[src/rtl/cpu_register_writeback_if.sv]
// Producer/drain bundle for cpu_register_writeback: ALU and MEM handshakes, register-file write port,
// hazard mask, occupancy and the optional forwarding lookup.
interface cpu_register_writeback_if #(
  parameter int NUMBER_OF_REGISTERS = 16,
  parameter int DATA_WIDTH          = 8,
  parameter int FIFO_DEPTH          = 4
);
  localparam int AW = $clog2(NUMBER_OF_REGISTERS);
  localparam int CW = $clog2(FIFO_DEPTH) + 1;

  logic                           flush_in;
  logic                           alu_valid_in;
  logic                           alu_ready_out;
  logic [AW-1:0]                  alu_address_in;
  logic [DATA_WIDTH-1:0]          alu_data_in;
  logic                           mem_valid_in;
  logic                           mem_ready_out;
  logic [AW-1:0]                  mem_address_in;
  logic [DATA_WIDTH-1:0]          mem_data_in;
  logic                           rf_write_enable_out;
  logic [AW-1:0]                  rf_write_address_out;
  logic [DATA_WIDTH-1:0]          rf_write_data_out;
  logic [NUMBER_OF_REGISTERS-1:0] pending_mask_out;
  logic [CW-1:0]                  count_out;
  logic [AW-1:0]                  query_address_in;
  logic                           forward_hit_out;
  logic [DATA_WIDTH-1:0]          forward_data_out;

  modport master (
    output flush_in, alu_valid_in, alu_address_in, alu_data_in,
           mem_valid_in, mem_address_in, mem_data_in, query_address_in,
    input  alu_ready_out, mem_ready_out, rf_write_enable_out, rf_write_address_out,
           rf_write_data_out, pending_mask_out, count_out, forward_hit_out, forward_data_out
  );

  modport slave (
    input  flush_in, alu_valid_in, alu_address_in, alu_data_in,
           mem_valid_in, mem_address_in, mem_data_in, query_address_in,
    output alu_ready_out, mem_ready_out, rf_write_enable_out, rf_write_address_out,
           rf_write_data_out, pending_mask_out, count_out, forward_hit_out, forward_data_out
  );
endinterface

[src/rtl/cpu_register_writeback.sv]
// Two-source round-robin writeback buffer draining one entry per cycle into the register file.
// Define CPU_WB_FORWARD_EN to build the newest-entry forwarding lookup.
module cpu_register_writeback #(
    parameter int NUMBER_OF_REGISTERS = 16,
    parameter int DATA_WIDTH          = 8,
    parameter int FIFO_DEPTH          = 4
) (
    input logic                      clock_in,
    input logic                      reset_n_in,
    cpu_register_writeback_if.slave  wb
);
    localparam int AW = $clog2(NUMBER_OF_REGISTERS);
    localparam int PW = $clog2(FIFO_DEPTH);
    localparam int CW = PW + 1;

    typedef enum logic { PRIO_ALU = 1'b0, PRIO_MEM = 1'b1 } prio_e;

    logic [AW-1:0]         addr_q [FIFO_DEPTH];
    logic [AW-1:0]         addr_d [FIFO_DEPTH];
    logic [DATA_WIDTH-1:0] data_q [FIFO_DEPTH];
    logic [DATA_WIDTH-1:0] data_d [FIFO_DEPTH];
    logic [PW-1:0]         rd_ptr_q, rd_ptr_d, wr_ptr_q, wr_ptr_d;
    logic [CW-1:0]         count_q, count_d;
    prio_e                 prio_q, prio_d;

    logic                  grant_alu, grant_mem, has_room, alu_ready, mem_ready;
    logic                  take, push, pop;
    logic [AW-1:0]         take_addr;
    logic [DATA_WIDTH-1:0] take_data;

    always_comb begin
        has_room  = count_q < CW'(FIFO_DEPTH);
        grant_alu = wb.alu_valid_in && (!wb.mem_valid_in || prio_q == PRIO_ALU);
        grant_mem = wb.mem_valid_in && !grant_alu;
        // Gating with reset keeps ready low during reset even though an empty FIFO has room.
        alu_ready = reset_n_in && !wb.flush_in && has_room && grant_alu;
        mem_ready = reset_n_in && !wb.flush_in && has_room && grant_mem;
        take      = alu_ready || mem_ready;
        take_addr = alu_ready ? wb.alu_address_in : wb.mem_address_in;
        take_data = alu_ready ? wb.alu_data_in    : wb.mem_data_in;
        push      = take && (take_addr != '0);
        pop       = (count_q != '0) && !wb.flush_in;

        prio_d = prio_q;
        if (take && wb.alu_valid_in && wb.mem_valid_in)
            prio_d = (prio_q == PRIO_ALU) ? PRIO_MEM : PRIO_ALU;

        addr_d = addr_q;
        data_d = data_q;
        if (push) begin
            addr_d[wr_ptr_q] = take_addr;
            data_d[wr_ptr_q] = take_data;
        end

        if (wb.flush_in) begin
            rd_ptr_d = '0;
            wr_ptr_d = '0;
            count_d  = '0;
        end else begin
            rd_ptr_d = rd_ptr_q + PW'(pop);
            wr_ptr_d = wr_ptr_q + PW'(push);
            count_d  = count_q + CW'(push) - CW'(pop);
        end
    end

    always_ff @(posedge clock_in or negedge reset_n_in) begin
        if (!reset_n_in) begin
            rd_ptr_q <= '0;
            wr_ptr_q <= '0;
            count_q  <= '0;
            prio_q   <= PRIO_ALU;
        end else begin
            rd_ptr_q <= rd_ptr_d;
            wr_ptr_q <= wr_ptr_d;
            count_q  <= count_d;
            prio_q   <= prio_d;
        end
    end

    // NOTE: payload storage is deliberately not reset; count_q alone defines which slots are valid.
    always_ff @(posedge clock_in) begin
        addr_q <= addr_d;
        data_q <= data_d;
    end

    always_comb begin
        wb.alu_ready_out        = alu_ready;
        wb.mem_ready_out        = mem_ready;
        wb.count_out            = count_q;
        wb.rf_write_enable_out  = count_q != '0;
        wb.rf_write_address_out = wb.rf_write_enable_out ? addr_q[rd_ptr_q] : '0;
        wb.rf_write_data_out    = wb.rf_write_enable_out ? data_q[rd_ptr_q] : '0;
    end

    always_comb begin
        logic [PW-1:0] idx;
        wb.pending_mask_out = '0;
        for (int k = 0; k < FIFO_DEPTH; k++) begin
            idx = rd_ptr_q + PW'(k);
            if (CW'(k) < count_q) wb.pending_mask_out[addr_q[idx]] = 1'b1;
        end
        wb.pending_mask_out[0] = 1'b0;
    end

`ifdef CPU_WB_FORWARD_EN
    // Scan oldest to newest so the last match found is the newest entry.
    always_comb begin
        logic [PW-1:0] idx;
        wb.forward_hit_out  = 1'b0;
        wb.forward_data_out = '0;
        for (int k = 0; k < FIFO_DEPTH; k++) begin
            idx = rd_ptr_q + PW'(k);
            if (CW'(k) < count_q && wb.query_address_in != '0 &&
                addr_q[idx] == wb.query_address_in) begin
                wb.forward_hit_out  = 1'b1;
                wb.forward_data_out = data_q[idx];
            end
        end
    end
`else
    logic unused_query_address;
    assign unused_query_address = ^wb.query_address_in;
    assign wb.forward_hit_out   = 1'b0;
    assign wb.forward_data_out  = '0;
`endif
endmodule

[src/flat_wrapper.sv]
// flat-port wrapper written by rule: the top's interface ports become plain ports
module cpu_register_writeback_flat 
#(
    parameter int NUMBER_OF_REGISTERS = 16,
    parameter int DATA_WIDTH          = 8,
    parameter int FIFO_DEPTH          = 4
)
  (clock_in, reset_n_in, wb_flush_in, wb_alu_valid_in, wb_alu_address_in, wb_alu_data_in, wb_mem_valid_in, wb_mem_address_in, wb_mem_data_in, wb_query_address_in, wb_alu_ready_out, wb_mem_ready_out, wb_rf_write_enable_out, wb_rf_write_address_out, wb_rf_write_data_out, wb_pending_mask_out, wb_count_out, wb_forward_hit_out, wb_forward_data_out);
  cpu_register_writeback_if #(.NUMBER_OF_REGISTERS(NUMBER_OF_REGISTERS), .DATA_WIDTH(DATA_WIDTH), .FIFO_DEPTH(FIFO_DEPTH)) wb_i ();
  input logic clock_in;
  input logic reset_n_in;
  input wire logic [$bits(wb_i.flush_in)-1:0] wb_flush_in;
  input wire logic [$bits(wb_i.alu_valid_in)-1:0] wb_alu_valid_in;
  input wire logic [$bits(wb_i.alu_address_in)-1:0] wb_alu_address_in;
  input wire logic [$bits(wb_i.alu_data_in)-1:0] wb_alu_data_in;
  input wire logic [$bits(wb_i.mem_valid_in)-1:0] wb_mem_valid_in;
  input wire logic [$bits(wb_i.mem_address_in)-1:0] wb_mem_address_in;
  input wire logic [$bits(wb_i.mem_data_in)-1:0] wb_mem_data_in;
  input wire logic [$bits(wb_i.query_address_in)-1:0] wb_query_address_in;
  output wire logic [$bits(wb_i.alu_ready_out)-1:0] wb_alu_ready_out;
  output wire logic [$bits(wb_i.mem_ready_out)-1:0] wb_mem_ready_out;
  output wire logic [$bits(wb_i.rf_write_enable_out)-1:0] wb_rf_write_enable_out;
  output wire logic [$bits(wb_i.rf_write_address_out)-1:0] wb_rf_write_address_out;
  output wire logic [$bits(wb_i.rf_write_data_out)-1:0] wb_rf_write_data_out;
  output wire logic [$bits(wb_i.pending_mask_out)-1:0] wb_pending_mask_out;
  output wire logic [$bits(wb_i.count_out)-1:0] wb_count_out;
  output wire logic [$bits(wb_i.forward_hit_out)-1:0] wb_forward_hit_out;
  output wire logic [$bits(wb_i.forward_data_out)-1:0] wb_forward_data_out;
  assign wb_i.flush_in = wb_flush_in;
  assign wb_i.alu_valid_in = wb_alu_valid_in;
  assign wb_i.alu_address_in = wb_alu_address_in;
  assign wb_i.alu_data_in = wb_alu_data_in;
  assign wb_i.mem_valid_in = wb_mem_valid_in;
  assign wb_i.mem_address_in = wb_mem_address_in;
  assign wb_i.mem_data_in = wb_mem_data_in;
  assign wb_i.query_address_in = wb_query_address_in;
  assign wb_alu_ready_out = wb_i.alu_ready_out;
  assign wb_mem_ready_out = wb_i.mem_ready_out;
  assign wb_rf_write_enable_out = wb_i.rf_write_enable_out;
  assign wb_rf_write_address_out = wb_i.rf_write_address_out;
  assign wb_rf_write_data_out = wb_i.rf_write_data_out;
  assign wb_pending_mask_out = wb_i.pending_mask_out;
  assign wb_count_out = wb_i.count_out;
  assign wb_forward_hit_out = wb_i.forward_hit_out;
  assign wb_forward_data_out = wb_i.forward_data_out;
  cpu_register_writeback #(.NUMBER_OF_REGISTERS(NUMBER_OF_REGISTERS), .DATA_WIDTH(DATA_WIDTH), .FIFO_DEPTH(FIFO_DEPTH)) u_core (.clock_in(clock_in), .reset_n_in(reset_n_in), .wb(wb_i));
endmodule
[config.mk]
export PLATFORM = sky130hd
export DESIGN_NAME = cpu_register_writeback_flat
export DESIGN_NICKNAME = d
export VERILOG_FILES = /design/src/rtl/cpu_register_writeback_if.sv /design/src/rtl/cpu_register_writeback.sv /design/src/flat_wrapper.sv
export SDC_FILE = /design/constraint.sdc
export NUM_CORES = 1
export LEC_CHECK = 0
export ABC_CLOCK_PERIOD_IN_PS = 3080
export CORE_MARGIN = 10
export CORE_UTILIZATION = 52
export CTS_CLUSTER_DIAMETER = 50
export DETAILED_ROUTE_END_ITERATION = 16
export PLACE_DENSITY = 0.86
export SLEW_MARGIN = 25
export SYNTH_ARGS = -nofsm -noshare
export SYNTH_HDL_FRONTEND = slang
export SYNTH_SLANG_ARGS = --single-unit
[constraint.sdc]
create_clock -name clock_in -period 3.08 [get_ports clock_in]
set_input_delay 0.616 -clock clock_in [delete_from_list [all_inputs] [get_ports clock_in]]
set_output_delay 0.616 -clock clock_in [all_outputs]
set_load 0.02 [all_outputs]
==> impl_metrics.env <==
export IMPL_numCtsBuffers=5
export IMPL_launch_point_of_the_worst_path="u_core.rd_ptr_q[1]"
export IMPL_slew_limit_headroom_pct=66.9
export IMPL_ports_placed_on_the_boundary=76
export IMPL_drive_gt1_share_pct=28.3
export IMPL_layout_commonest_cell="sky130_fd_sc_hd__edfxtp_1"
export IMPL_grt_use_total_pct=16.9
export IMPL_initial_core_util_pct=53.4
export IMPL_clk_transition_reported_paths_ns=0.10
export IMPL_mappedNetlistArea_mm2=0.00361
export IMPL_yosys_area_top_type="sky130_fd_sc_hd__edfxtp_1"
export IMPL_grt_first_pass_wirelength_um=14100
export IMPL_layout_area_overhead_vs_synth_pct=26.8
export IMPL_avgSynthCellArea_um2=13.0
export IMPL_setup_tns_final_ns=0
export IMPL_fin_crit_sh_pct=98.9
export IMPL_unrepaired_setup_endpoints_after_global_routing="yes"
export IMPL_number_of_antenna_violations_at_the_first_check_in_global_routing=0
export IMPL_floorplan_core_area_mm2=0.00676
export IMPL_nNetsFinal=406
export IMPL_setup_worst_path_class="reg -> out"
export IMPL_gr_total_overflow=0
export IMPL_worst_pin_slew_ns=0.487
export IMPL_fillers=496
export IMPL_ant_nets=0
export IMPL_mostFrequentLayoutCells="48 x sky130_fd_sc_hd__edfxtp_1, 46 x sky130_fd_sc_hd__clkdlybuf4s50_1, 32 x sky130_fd_sc_hd__nand3_1"
export IMPL_place_area_mm2=0.00443
export IMPL_crit_path_max_fanout=7
export IMPL_maxCapViolations=0
export IMPL_die_x_um=103
export IMPL_dominantRegCellSynth="sky130_fd_sc_hd__edfxtp_1"
export IMPL_antenna_diode_count=0
export IMPL_power_ir_vdd_worst_uv=404
export IMPL_drt_initial_drc_count=206
export IMPL_routed_wl_um=9590
export IMPL_final_max_slew_violation_count=0
export IMPL_dpl_cell_count=433
export IMPL_cpPeakStageDelay_ns=0.66
export IMPL_clock_tree_htree_level_count=2
export IMPL_synth_enable_flop_cells=48
export IMPL_post_route_cell_area_mm2=0.00457
export IMPL_postSynthRegisterBits=56
export IMPL_synth_cell_type_count=44
export IMPL_worstSkewPairLatency_ns=0.31
export IMPL_max_clock_path_buffers=2
export IMPL_fmaxAchievable_ghz=0.328
export IMPL_regArea_mm2=0.00164
export IMPL_synth_top_area_share_pct=40.0
export IMPL_reg2reg_setup_slack_ns=0.73
export IMPL_worstPathArrival_ns=2.43
export IMPL_synth_area_top_cells="sky130_fd_sc_hd__edfxtp_1 40%, sky130_fd_sc_hd__mux4_1 6.6%, sky130_fd_sc_hd__mux2_2 5.6%, sky130_fd_sc_hd__mux4_2 5.6%, sky130_fd_sc_hd__dfrtp_1 5.6%"
export IMPL_placement_rows=30
export IMPL_post_dp_hpwl_um=6950
export IMPL_seq_area_frac_synth_pct=45.5
export IMPL_clock_skew_final_ns=0.00480
export IMPL_vias=2775
export IMPL_drt_pass1_iter_count=5
export IMPL_vias_per_inst=6.21
export IMPL_final_cells=447
export IMPL_p_per_area_mw_per_mm2=740
export IMPL_timing_final_crit_period_ns=3.05
export IMPL_root_buffer="sky130_fd_sc_hd__clkbuf_8"
export IMPL_wire_per_inst_um=21.5
export IMPL_port_buffers=61
export IMPL_multi_input_combinational_cell_area_mm2=0.00184
export IMPL_drc=0
export IMPL_area_enclosed_by_the_die_boundary_mm2=0.0107
export IMPL_setup_viol_count_final=0
export IMPL_crit_chain="mux4_1, and2_1, a32oi_1, nand3_1, clkdlybuf4s15_1"
export IMPL_async_set_or_reset_register_ratio_after_synthesis_pct=14.3
export IMPL_worst_setup_path_start_kind="register"
export IMPL_report_final_hold_viol_count=0
export IMPL_cp_slowest_cell="sky130_fd_sc_hd__mux4_1"
export IMPL_first_global_vias=2793
export IMPL_synthesis_yosys_warnings=0
export IMPL_routabilityCongestion=0.947
export IMPL_clock_sink_count=56
export IMPL_grt_max_degree=20
export IMPL_static_leakage_power_nw=1.66
export IMPL_hold_class="reg -> reg"
export IMPL_syn_inst=277
export IMPL_tritoncts="built"
export IMPL_status="complete, no violations"
export IMPL_worst_hold_startpoint="u_core.prio_q"
export IMPL_required_ns=2.46
export IMPL_die_height_um=103
export IMPL_rr_startpoint="u_core.wb.count_out[2]"
export IMPL_setup_worst_path_end_class="output pin"
[worst max-delay path: cells and delay by family (launching register included)]
kind | cells | cell delay (ns)
AOI/OAI and AO/OA | 1 | 0.34
buffers and inverters | 1 | 0.30
DFF | 1 | 0.47
muxes | 1 | 0.66
and+or+nand+nor | 2 | 0.35
[cells by family after synthesis]
logic type / synth area share (%)
and+or+nand+nor: 16.3
DFF: 45.5
muxes: 21.5
AOI/OAI and AO/OA: 7.70
buffers and inverters: 5.27
adders and majority gates: 2.64
xor gates and xnor gates: 0.971
other: 0.104
[layer usage]
metal	GRT usage, %	wire length (um)	part of all wire, %	up-vias
met3	4.52	829	8.6	30
met2	29.2	4750	49	159
met5	0	0	0	-
met4	7.91	333	3.5	0
li1	-	-	-	1260
met1	19.1	3680	38	1326
[metrics by stage]
| step | utilization (%) | total power [mW] | hold slack, ns | setup slack, ns |
|---|---|---|---|---|
| finish | 67.6 | 3.38 | 0.478 | 0.0325 |
| global route | 67.6 | 3.58 | 0.504 | -0.0385 |
| CTS | 67.5 | 3.35 | 0.478 | 0.00100 |
| detailed placement | 65.6 | 2.94 | 0.462 | -0.137 |
| global placement | 65.6 | 2.91 | 0.454 | -0.0811 |
| floorplan | - | 2.19 | 0.320 | 0.177 |
[report_power, final]
| group | internal (mW) | switching [mW] | total, mW |
|---|---|---|---|
| sequential | 0.891 | 0.0559 | 0.947 |
| clock | 0.166 | 0.241 | 0.407 |
| combinational | 0.920 | 1.11 | 2.03 |
[registers in the layout (all words and copies together) (netlist names)]
name,cells
u_core.data_q,32
u_core.addr_q,16
u_core.wb.count_out,3
u_core.rd_ptr_q,2
u_core.wr_ptr_q,2
u_core.prio_q,1
[Yosys cell counts (6+ instances only)]
cell type / number
sky130_fd_sc_hd__edfxtp_1: 48
sky130_fd_sc_hd__mux4_1: 9
sky130_fd_sc_hd__o211ai_1: 15
sky130_fd_sc_hd__inv_1: 8
sky130_fd_sc_hd__nor2b_1: 23
sky130_fd_sc_hd__mux2_2: 18
sky130_fd_sc_hd__nor2_1: 14
sky130_fd_sc_hd__a32oi_1: 14
sky130_fd_sc_hd__nand3_1: 32
sky130_fd_sc_hd__buf_4: 11
sky130_fd_sc_hd__mux2i_1: 9
sky130_fd_sc_hd__mux4_2: 9
sky130_fd_sc_hd__dfrtp_1: 8
sky130_fd_sc_hd__ha_1: 6
[final timing paths]
path	depth (start not counted)	to
max reg2reg	10	u_core.wb.count_out[2]
max in group asynchronous	2	u_core.rd_ptr_q[1]
min in group asynchronous	1	u_core.prio_q
min reg2reg	1	u_core.prio_q
max	5	wb_pending_mask_out[12]
min	1	u_core.prio_q
[cell type report]
cell class                 instances  share of cell area [%]
clock buffer                       5                    1.51
multi-input combinational        201                    40.3
clock inverter                     3                   0.547
inverter                           8                   0.657
timing repair buffer              94                    18.8
tap                               80                    2.19
sequential                        56                    36.0
[what timing repair did]
| action | CTS | global route |
|---|---|---|
| setup endpoints to repair | 17 | 17 |
| pin swaps | 2 | 0 |
| resized for setup | 34 | 18 |
| cloned | 0 | 0 |
| hold buffers | 0 | 0 |
| setup buffers | 3 | 3 |
No activity file was read; power rests on OpenSTA's default activity.
